### src/rtl/clk_div_sequencer.sv
// Multi-channel runtime-programmable clock divider with boundary-safe divisor updates.
// Optional phase alignment input enabled by defining CLK_DIV_SEQ_PHASE_ALIGN_EN.
`timescale 1ns/1ps
module clk_div_sequencer #(
  parameter int NCH = 3,
  parameter int DW  = 8
) (
  input  logic           clock_in,
  input  logic           reset,
  input  logic           cfg_valid,
  output logic           cfg_ready,
  input  logic [1:0]     cfg_sel,
  input  logic [DW-1:0]  cfg_div,
`ifdef CLK_DIV_SEQ_PHASE_ALIGN_EN
  input  logic           sync_req,
`endif
  output logic [NCH-1:0] tick,
  output logic [NCH-1:0] clock_out,
  output logic           busy
);

  typedef enum logic {IDLE, WAIT} state_t;

  localparam logic [2:0] NCH_L = 3'(NCH);

  state_t              state_q;
  logic                ready_q;
  logic                busy_q;
  logic [1:0]          pend_sel_q;
  logic [DW-1:0]       pend_div_q;
  logic [DW-1:0]       div_q [NCH];
  logic [DW-1:0]       cnt_q [NCH];
  logic [NCH-1:0]      clk_q;
  logic [NCH-1:0]      wrap;
  logic [NCH-1:0]      apply;
  logic                sync_w;

`ifdef CLK_DIV_SEQ_PHASE_ALIGN_EN
  assign sync_w = sync_req;
`else
  assign sync_w = 1'b0;
`endif

  // An update lands on the target's wrap edge, or immediately if it is idle (div == 0).
  for (genvar gi = 0; gi < NCH; gi++) begin : g_ch
    assign wrap[gi]  = (div_q[gi] != '0) && (cnt_q[gi] == div_q[gi] - DW'(1));
    assign tick[gi]  = wrap[gi] & ~sync_w;
    assign apply[gi] = (state_q == WAIT) && (pend_sel_q == 2'(gi)) &&
                       (wrap[gi] || (div_q[gi] == '0));
  end

  assign clock_out = clk_q;
  assign cfg_ready = ready_q;
  assign busy      = busy_q;

  always_ff @(posedge clock_in) begin
    if (reset) begin
      for (int c = 0; c < NCH; c++) begin
        div_q[c] <= '0;
        cnt_q[c] <= '0;
      end
      clk_q <= '0;
    end else begin
      for (int c = 0; c < NCH; c++) begin
        if (apply[c])
          div_q[c] <= pend_div_q;

        if (sync_w || apply[c] || wrap[c] || (div_q[c] == '0))
          cnt_q[c] <= '0;
        else
          cnt_q[c] <= cnt_q[c] + DW'(1);

        // Disabling forces the output low rather than leaving it mid-phase.
        if (sync_w)
          clk_q[c] <= 1'b0;
        else if (apply[c] && (pend_div_q == '0))
          clk_q[c] <= 1'b0;
        else if (wrap[c])
          clk_q[c] <= ~clk_q[c];
        else if (div_q[c] == '0)
          clk_q[c] <= 1'b0;
      end
    end
  end

  always_ff @(posedge clock_in) begin
    if (reset) begin
      state_q    <= IDLE;
      ready_q    <= 1'b1;
      busy_q     <= 1'b0;
      pend_sel_q <= '0;
      pend_div_q <= '0;
    end else begin
      case (state_q)
        IDLE: begin
          if (cfg_valid && ready_q) begin
            pend_sel_q <= cfg_sel;
            pend_div_q <= cfg_div;
            // Requests for nonexistent channels are accepted and silently dropped.
            if ({1'b0, cfg_sel} < NCH_L) begin
              state_q <= WAIT;
              ready_q <= 1'b0;
              busy_q  <= 1'b1;
            end
          end
        end
        WAIT: begin
          if (|apply) begin
            state_q <= IDLE;
            ready_q <= 1'b1;
            busy_q  <= 1'b0;
          end
        end
        default: begin
          state_q <= IDLE;
          ready_q <= 1'b1;
          busy_q  <= 1'b0;
        end
      endcase
    end
  end

endmodule

### config.mk
export PLATFORM = sky130hd
export DESIGN_NAME = clk_div_sequencer
export DESIGN_NICKNAME = d
export VERILOG_FILES = /design/src/rtl/clk_div_sequencer.sv
export SDC_FILE = /design/constraint.sdc
export NUM_CORES = 1
export LEC_CHECK = 0
export BUFFER_PORTS_ARGS = -buffer_cell sky130_fd_sc_hd__buf_4
export CAP_MARGIN = 20
export CELL_PAD_IN_SITES_DETAIL_PLACEMENT = 1
export CELL_PAD_IN_SITES_GLOBAL_PLACEMENT = 1
export CORE_MARGIN = 2
export CORE_UTILIZATION = 40
export CTS_BUF_LIST = sky130_fd_sc_hd__clkbuf_8
export DETAILED_ROUTE_END_ITERATION = 7
export GPL_ROUTABILITY_DRIVEN = 0
export MAX_ROUTING_LAYER = met4
export PLACE_DENSITY = 0.7
export SLEW_MARGIN = 20
export SYNTH_ARGS = -nofsm -noshare
export SYNTH_HDL_FRONTEND = slang
export SYNTH_SLANG_ARGS = --single-unit
### constraint.sdc
create_clock -name clock_in -period 2.6 [get_ports clock_in]
set_input_delay 0.13 -clock clock_in [delete_from_list [all_inputs] [get_ports clock_in]]
set_output_delay 0.13 -clock clock_in [all_outputs]
set_load 0.05 [all_outputs]
==> impl_metrics.toml, run 1 <==
[final_layout]
ff_latch_area_um2 = 1762
multi_input_area_um2 = 2106
fillers = 949
synthToLayoutAreaGrowth_pct = 34.98
drive_gt1_share_pct = 30.63
fin_area_um2 = 4896
nNetsFinal = 458
antenna_cells = 0

[sta]
holdWs_ps = 5.980
finalCritPeriodShare_pct = 114.6
fin_crit_ps = 2978
hold_viol_final = 0
setup_viol_count_final = 46
max_freq_mhz = 335.8
skew_ps = 15.04
relSlewSlack_pct = 55.87
grt_setup_unrepaired = "yes"
tightest_slew_ps = 656.9
setup_slack_ps = -378.3
slew_viol_final = 0

[yosys]
syn_inst = 336
synth_edf_count = 48
ys_ff_latch = 64
yosysTopAreaCell = "edfxtp_1"
yosysSeqAreaShare_pct = 48.57
synth_common_cells = "edfxtp_1 (48), nor2_1 (48), xor2_1 (28)"
async_reset_ff_share_pct = 0
synthTopCellsByArea = "edfxtp_1 (40%), dfxtp_1 (8.8%), xor2_1 (6.8%)"
synth_area_um2 = 3627
yosys_warnings = 0
ys_types = 51
syn_area_per_cell_um2 = 10.80
ys.flop_type = "edfxtp_1"
yosysTopAreaCellShare_pct = 39.74

[clock_network]
htreeDepth = 3
cts_tree = "yes"
numCtsBuffers = 9
root_buffer = "clkbuf_8"
path_clk_slew_ps = 90
insertion_delay_ps = 350
clockBufferDepth = 2
cts_sinks = 64

[power_and_ir_drop]
pwr-share-clk_pct = 38.0
p_leak_nw = 2.035
vdd_drop_max_v = 0.0003224
p_switching_mw = 0.7399
power_density_nw_per_um2 = 541.4
intPower_mw = 1.911
sequentialPowerShare_pct = 46.6
pwr-share-comb_pct = 15.4
p_sw_share_pct = 27.92

[global_routing]
grt_max_degree = 32
gr-max-usage-layer = "met2"
grt_use_total_pct = 21.58
grt_antenna_before_repair = 0
use_met1_pct = 26.28
grt-ovfl-total = 0
use_met2_pct = 36.07
grt_pass1_wl_mm = 15.98
grt_pass1_vias = 3144
use_met3_pct = 2.670

[critical_path]
required_ps = 2760
path_max_fanout = 5
crit_buf_inv = 2
max_stage_delay_ps = 460
crit_family = "simple AND/OR/NAND/NOR gates"
critPathKind = "register to register"
startpoint_type = "register"
worst_setup_path_end_kind = "register"
cpMaxStageDelayCell = "or4b_4"
worstPathArrival_ps = 3140
cp_cell_sequence = "inv_2, ha_4, or4b_4, xor2_1, or4_4, a2111oi_4, o21a_4, a221oi_4, buf_6, nor3b_4"

[run_status]
status = "finished with violations"
violations = "negative setup slack"

[floorplanning]
start_util_pct = 41.39
fp-row-count = 34
die-area_um2 = 9846
fp.coreArea_um2 = 8763
die_w_um = 99.23
ioPinCount = 21
die_y_um = 99.23

[flow_run]
max-cap-violations = 0

[drt]
firstDrtPassIters = 4
viasPerCell = 5.178
drtIter0Drc = 73
drc_errors = 0
avgRoutedWirePerCell_um = 17.56
ant_nets = 0
routed_wl_mm = 9.691
vias = 2858

[min_path]
hold_path.class = "primary input to register"

[placement]
dpl_cell_area_um2 = 4300
dp_hpwl_mm = 6.784
port_buffers = 20
worst reg2reg max path, stage by stage (launching register included):
cell and delay, ps:
edfxtp_1 440, inv_2 100, ha_4 120, or4b_4 460, xor2_1 180, or4_4 450
a2111oi_4 410, o21a_4 200, a221oi_4 40, buf_6 170, nor3b_4 240
kinds of logic (layout without fill, tap and decap cells):
| family | count (synthesis) | in the layout | synth area share (%) |
|---|---|---|---|
| DFF | 64 | 64 | 48.57 |
| muxes | 12 | 12 | 3.312 |
| other | 1 | 24 | 0.1034 |
| adders and majority gates | 6 | 6 | 2.070 |
| AOI/OAI and AO/OA | 33 | 33 | 7.555 |
| buffers and inverters | 18 | 103 | 1.863 |
| xor gates and xnor gates | 49 | 49 | 12.35 |
| and+or+nand+nor | 153 | 153 | 24.18 |
sequential cells by signal, indices dropped and copies added, names as in the netlist:
register and count:
cnt_q 24, clock_out 3, cfg_ready 1, div_q 24, state_q 1, pend_div_q 8
busy 1, pend_sel_q 2
power groups by stage:
stage	clock, mW	sequential [mW]	combinational (mW)
5_1_grt	1.07	1.24	0.449
6_report	1.01	1.23	0.408
3_3_place_gp	0	1.25	0.348
2_1_floorplan	0	1.24	0.236
3_5_place_dp	0	1.25	0.358
4_1_cts	1.02	1.23	0.388
routing by layer:
| layer | up-vias | share of wire (%) | routed length, µm |
|---|---|---|---|
| met5 | - | 0 | 0 |
| met4 | 0 | 2.0 | 193 |
| met3 | 16 | 2.1 | 200 |
| met2 | 41 | 51 | 4976 |
| met1 | 1403 | 45 | 4320 |
| li1 | 1398 | - | - |
area by class of cell:
cell class / instances / share of cell area (%)
sequential: 64 / 35.98
tap: 108 / 2.760
timing repair buffer: 76 / 12.75
clock buffer: 9 / 2.530
clock inverter: 7 / 2.070
multi-input combinational: 277 / 43.01
inverter: 11 / 0.8945
final timing paths:
kind,startpoint,to,slack (ps),cells after the start
worst max register to register,div_q[0][0]$_DFFE_PP_,div_q[0][2]$_DFFE_PP_,-380,10
worst max-delay path,div_q[0][0]$_DFFE_PP_,div_q[0][2]$_DFFE_PP_,-380,10
worst min-delay path,cfg_div[7],pend_div_q[7]$_SDFFE_PP0P_,6,3
worst min register to register,clock_out[1]$_SDFFE_PP0N_,clock_out[1]$_SDFFE_PP0N_,540,2
layout by cell type, fill, tap and decap left out, types with 10 or more instances in the layout:
cell type  instances
mux2i_1           12
buf_4             62
dfxtp_1           16
nor3_1            10
xor2_1            28
xnor2_1           19
and3_1            11
edfxtp_1          48
nor2_1            45
conb_1            24
nand3_1           18
what timing repair did:
item / in CTS / in global routing
setup buffers: 8 / 2
hold buffers: 5 / 0
endpoints found under the hold margin: 5 / 0
pin swaps: 11 / 11
setup endpoints to repair: 58 / 72
gates resized for setup: 35 / 19
per-stage QoR:
step | TNS (ps) | utilization [%] | cells | total power, mW | worst slack [ps]
after global routing | -16860 | 55.87 | 552 | 2.758 | -481.3
after CTS | -12950 | 54.61 | 550 | 2.643 | -354.0
after detailed placement | -11470 | 49.07 | 521 | 1.613 | -382.8
final | -12240 | 55.87 | 552 | 2.650 | -378.3
after global placement | -5504 | 49.07 | 521 | 1.601 | -200.2
after floorplan | -2773 | - | 359 | 1.478 | -97.52
(Power assumes the default switching activity.)
==> run 2: changes to the inputs <==
CORE_UTILIZATION = 46   (was 40)
PLACE_DENSITY = 0.79   (was 0.7)
RECOVER_POWER = 50   (was default)
SLEW_MARGIN = default   (was 20)
==> impl_metrics.toml, run 2 (synthesis results as in run 1) <==
[sta]
relSlewSlack_pct = 45.09
skew_ps = 18.21
grt_setup_unrepaired = "yes"
finalCritPeriodShare_pct = 122.8
setup_slack_ps = -591.8
fin_crit_ps = 3192
holdWs_ps = -0.7246
fin_setup_tns_ps = -18880
slew_viol_final = 0
tightest_slew_ps = 821.8
hold_viol_final = 1
max_freq_mhz = 313.3
setup_viol_count_final = 71

[drt]
avgRoutedWirePerCell_um = 26.46
ant_nets = 0
vias = 3231
firstDrtPassIters = 5
drc_errors = 0
drtIter0Drc = 205
viasPerCell = 5.983
routed_wl_mm = 14.29

[clock_network]
clockBufferDepth = 2
insertion_delay_ps = 380
path_clk_slew_ps = 90
cts_sinks = 64
cts_tree = "yes"
numCtsBuffers = 9
root_buffer = "clkbuf_8"
htreeDepth = 3

[placement]
post-place-ws_ps = -328.9
port_buffers = 20
dp_hpwl_mm = 7.285
dp.cells = 513
dpl_cell_area_um2 = 4278

[critical_path]
startpoint_type = "register"
critPathKind = "register to register"
max_stage_delay_ps = 470
required_ps = 2770
worst_setup_path_end_kind = "register"
worstPathArrival_ps = 3360
cp_cell_sequence = "inv_2, ha_4, or4b_4, xor2_1, or4_4, a2111oi_4, o21a_4, a221oi_4, buf_6, nor3b_4"
path_max_fanout = 5
crit_buf_inv = 2
crit_family = "simple AND/OR/NAND/NOR gates"
cpMaxStageDelayCell = "or4b_4"

[power_and_ir_drop]
power_density_nw_per_um2 = 575.3
p_leak_nw = 2.024
vdd_drop_max_v = 0.0005742
total_power_mw = 2.879

[final_layout]
final_common_cell = "buf_4"
antenna_cells = 0
synthToLayoutAreaGrowth_pct = 37.98
drive_gt1_share_pct = 33.11
final_util_pct = 65.10
stdcell_count = 540
nNetsFinal = 452
fin_area_um2 = 5005
mostFrequentLayoutCells = "buf_4 (50), edfxtp_1 (48), nor2_1 (37)"
top_regs = "cnt_q: 24 flops, div_q: 24 flops, pend_div_q: 8 flops"

[floorplanning]
die_y_um = 92.80
die-area_um2 = 8612
fp.coreArea_um2 = 7687
die_w_um = 92.80
fp-row-count = 32
start_util_pct = 47.18
ioPinCount = 21

[global_routing]
grt-ovfl-total = 0
grt_use_total_pct = 31.40
grt_pass1_wl_mm = 19.24
grt_max_degree = 32
grt_antenna_before_repair = 0
grt_pass1_vias = 3357

[min_path]
hold_path.class = "primary input to register"

[run_status]
status = "finished with violations"
violations = "negative hold slack, negative setup slack"

[flow_run]
max-cap-violations = 0
-- run 2: cell types whose count changed in the layout (fill, tap and decap cells not counted), moves of 5 or more --
cell / before / now
dlygate4sd3_1: 5 / 0
buf_6: 7 / 13
clkbuf_1: 0 / 5
buf_4: 62 / 50
nor2_1: 45 / 37
nor2_4: 3 / 10
-- run 2: per-layer routing --
metal | vias up | global-route usage, % | routed length [µm]
li1 | 1389 | - | -
met1 | 1623 | 34.79 | 5497
met2 | 160 | 53.62 | 7435
met3 | 59 | 6.021 | 702
met4 | 0 | 16.54 | 654
met5 | - | - | 0
-- run 2: report_power, final --
| group | internal [mW] | leakage [nW] | total, mW | switching, mW |
|---|---|---|---|---|
| clock network | 0.669 | 0.127 | 1.16 | 0.489 |
| logic | 0.203 | 1.27 | 0.471 | 0.268 |
| registers | 1.16 | 0.624 | 1.25 | 0.0887 |
| total | 2.03 | 2.02 | 2.88 | 0.846 |
-- run 2: final timing paths --
path                                             start                         end  slack (ps)  cells after the start
worst min-delay path                        cfg_div[2]  pend_div_q[2]$_SDFFE_PP0P_        -0.7                      3
worst max register to register   div_q[0][0]$_DFFE_PP_      div_q[0][20]$_DFFE_PP_        -590                     10
worst min register to register  cfg_ready$_SDFFE_PP1P_      cfg_ready$_SDFFE_PP1P_         530                      2
worst max-delay path             div_q[0][0]$_DFFE_PP_      div_q[0][20]$_DFFE_PP_        -590                     10
-- run 2: what timing repair did --
item | in CTS | in global routing
hold buffers | 0 | 0
buffers inserted | 9 | 7
endpoints found under the hold margin | 0 | 0
endpoints found under the setup margin | 78 | 79
pin swaps | 13 | 21
resized for setup | 52 | 42
-- run 2: layout make-up --
class                      instances  area [µm²]
timing repair buffer              70       570.5
inverter                          11       41.29
tap                              102       127.6
sequential                        64        1762
fill                             809        2683
clock inverter                     6       113.9
multi-input combinational        277        2252
clock buffer                      10       137.6
-- run 2: worst register-to-register path: stages, from the launching register on --
cell and delay [ps]:
edfxtp_1 440, inv_2 90, ha_4 130, or4b_4 470, xor2_1 170, or4_4 470
a2111oi_4 430, o21a_4 220, a221oi_4 50, buf_6 170, nor3b_4 320
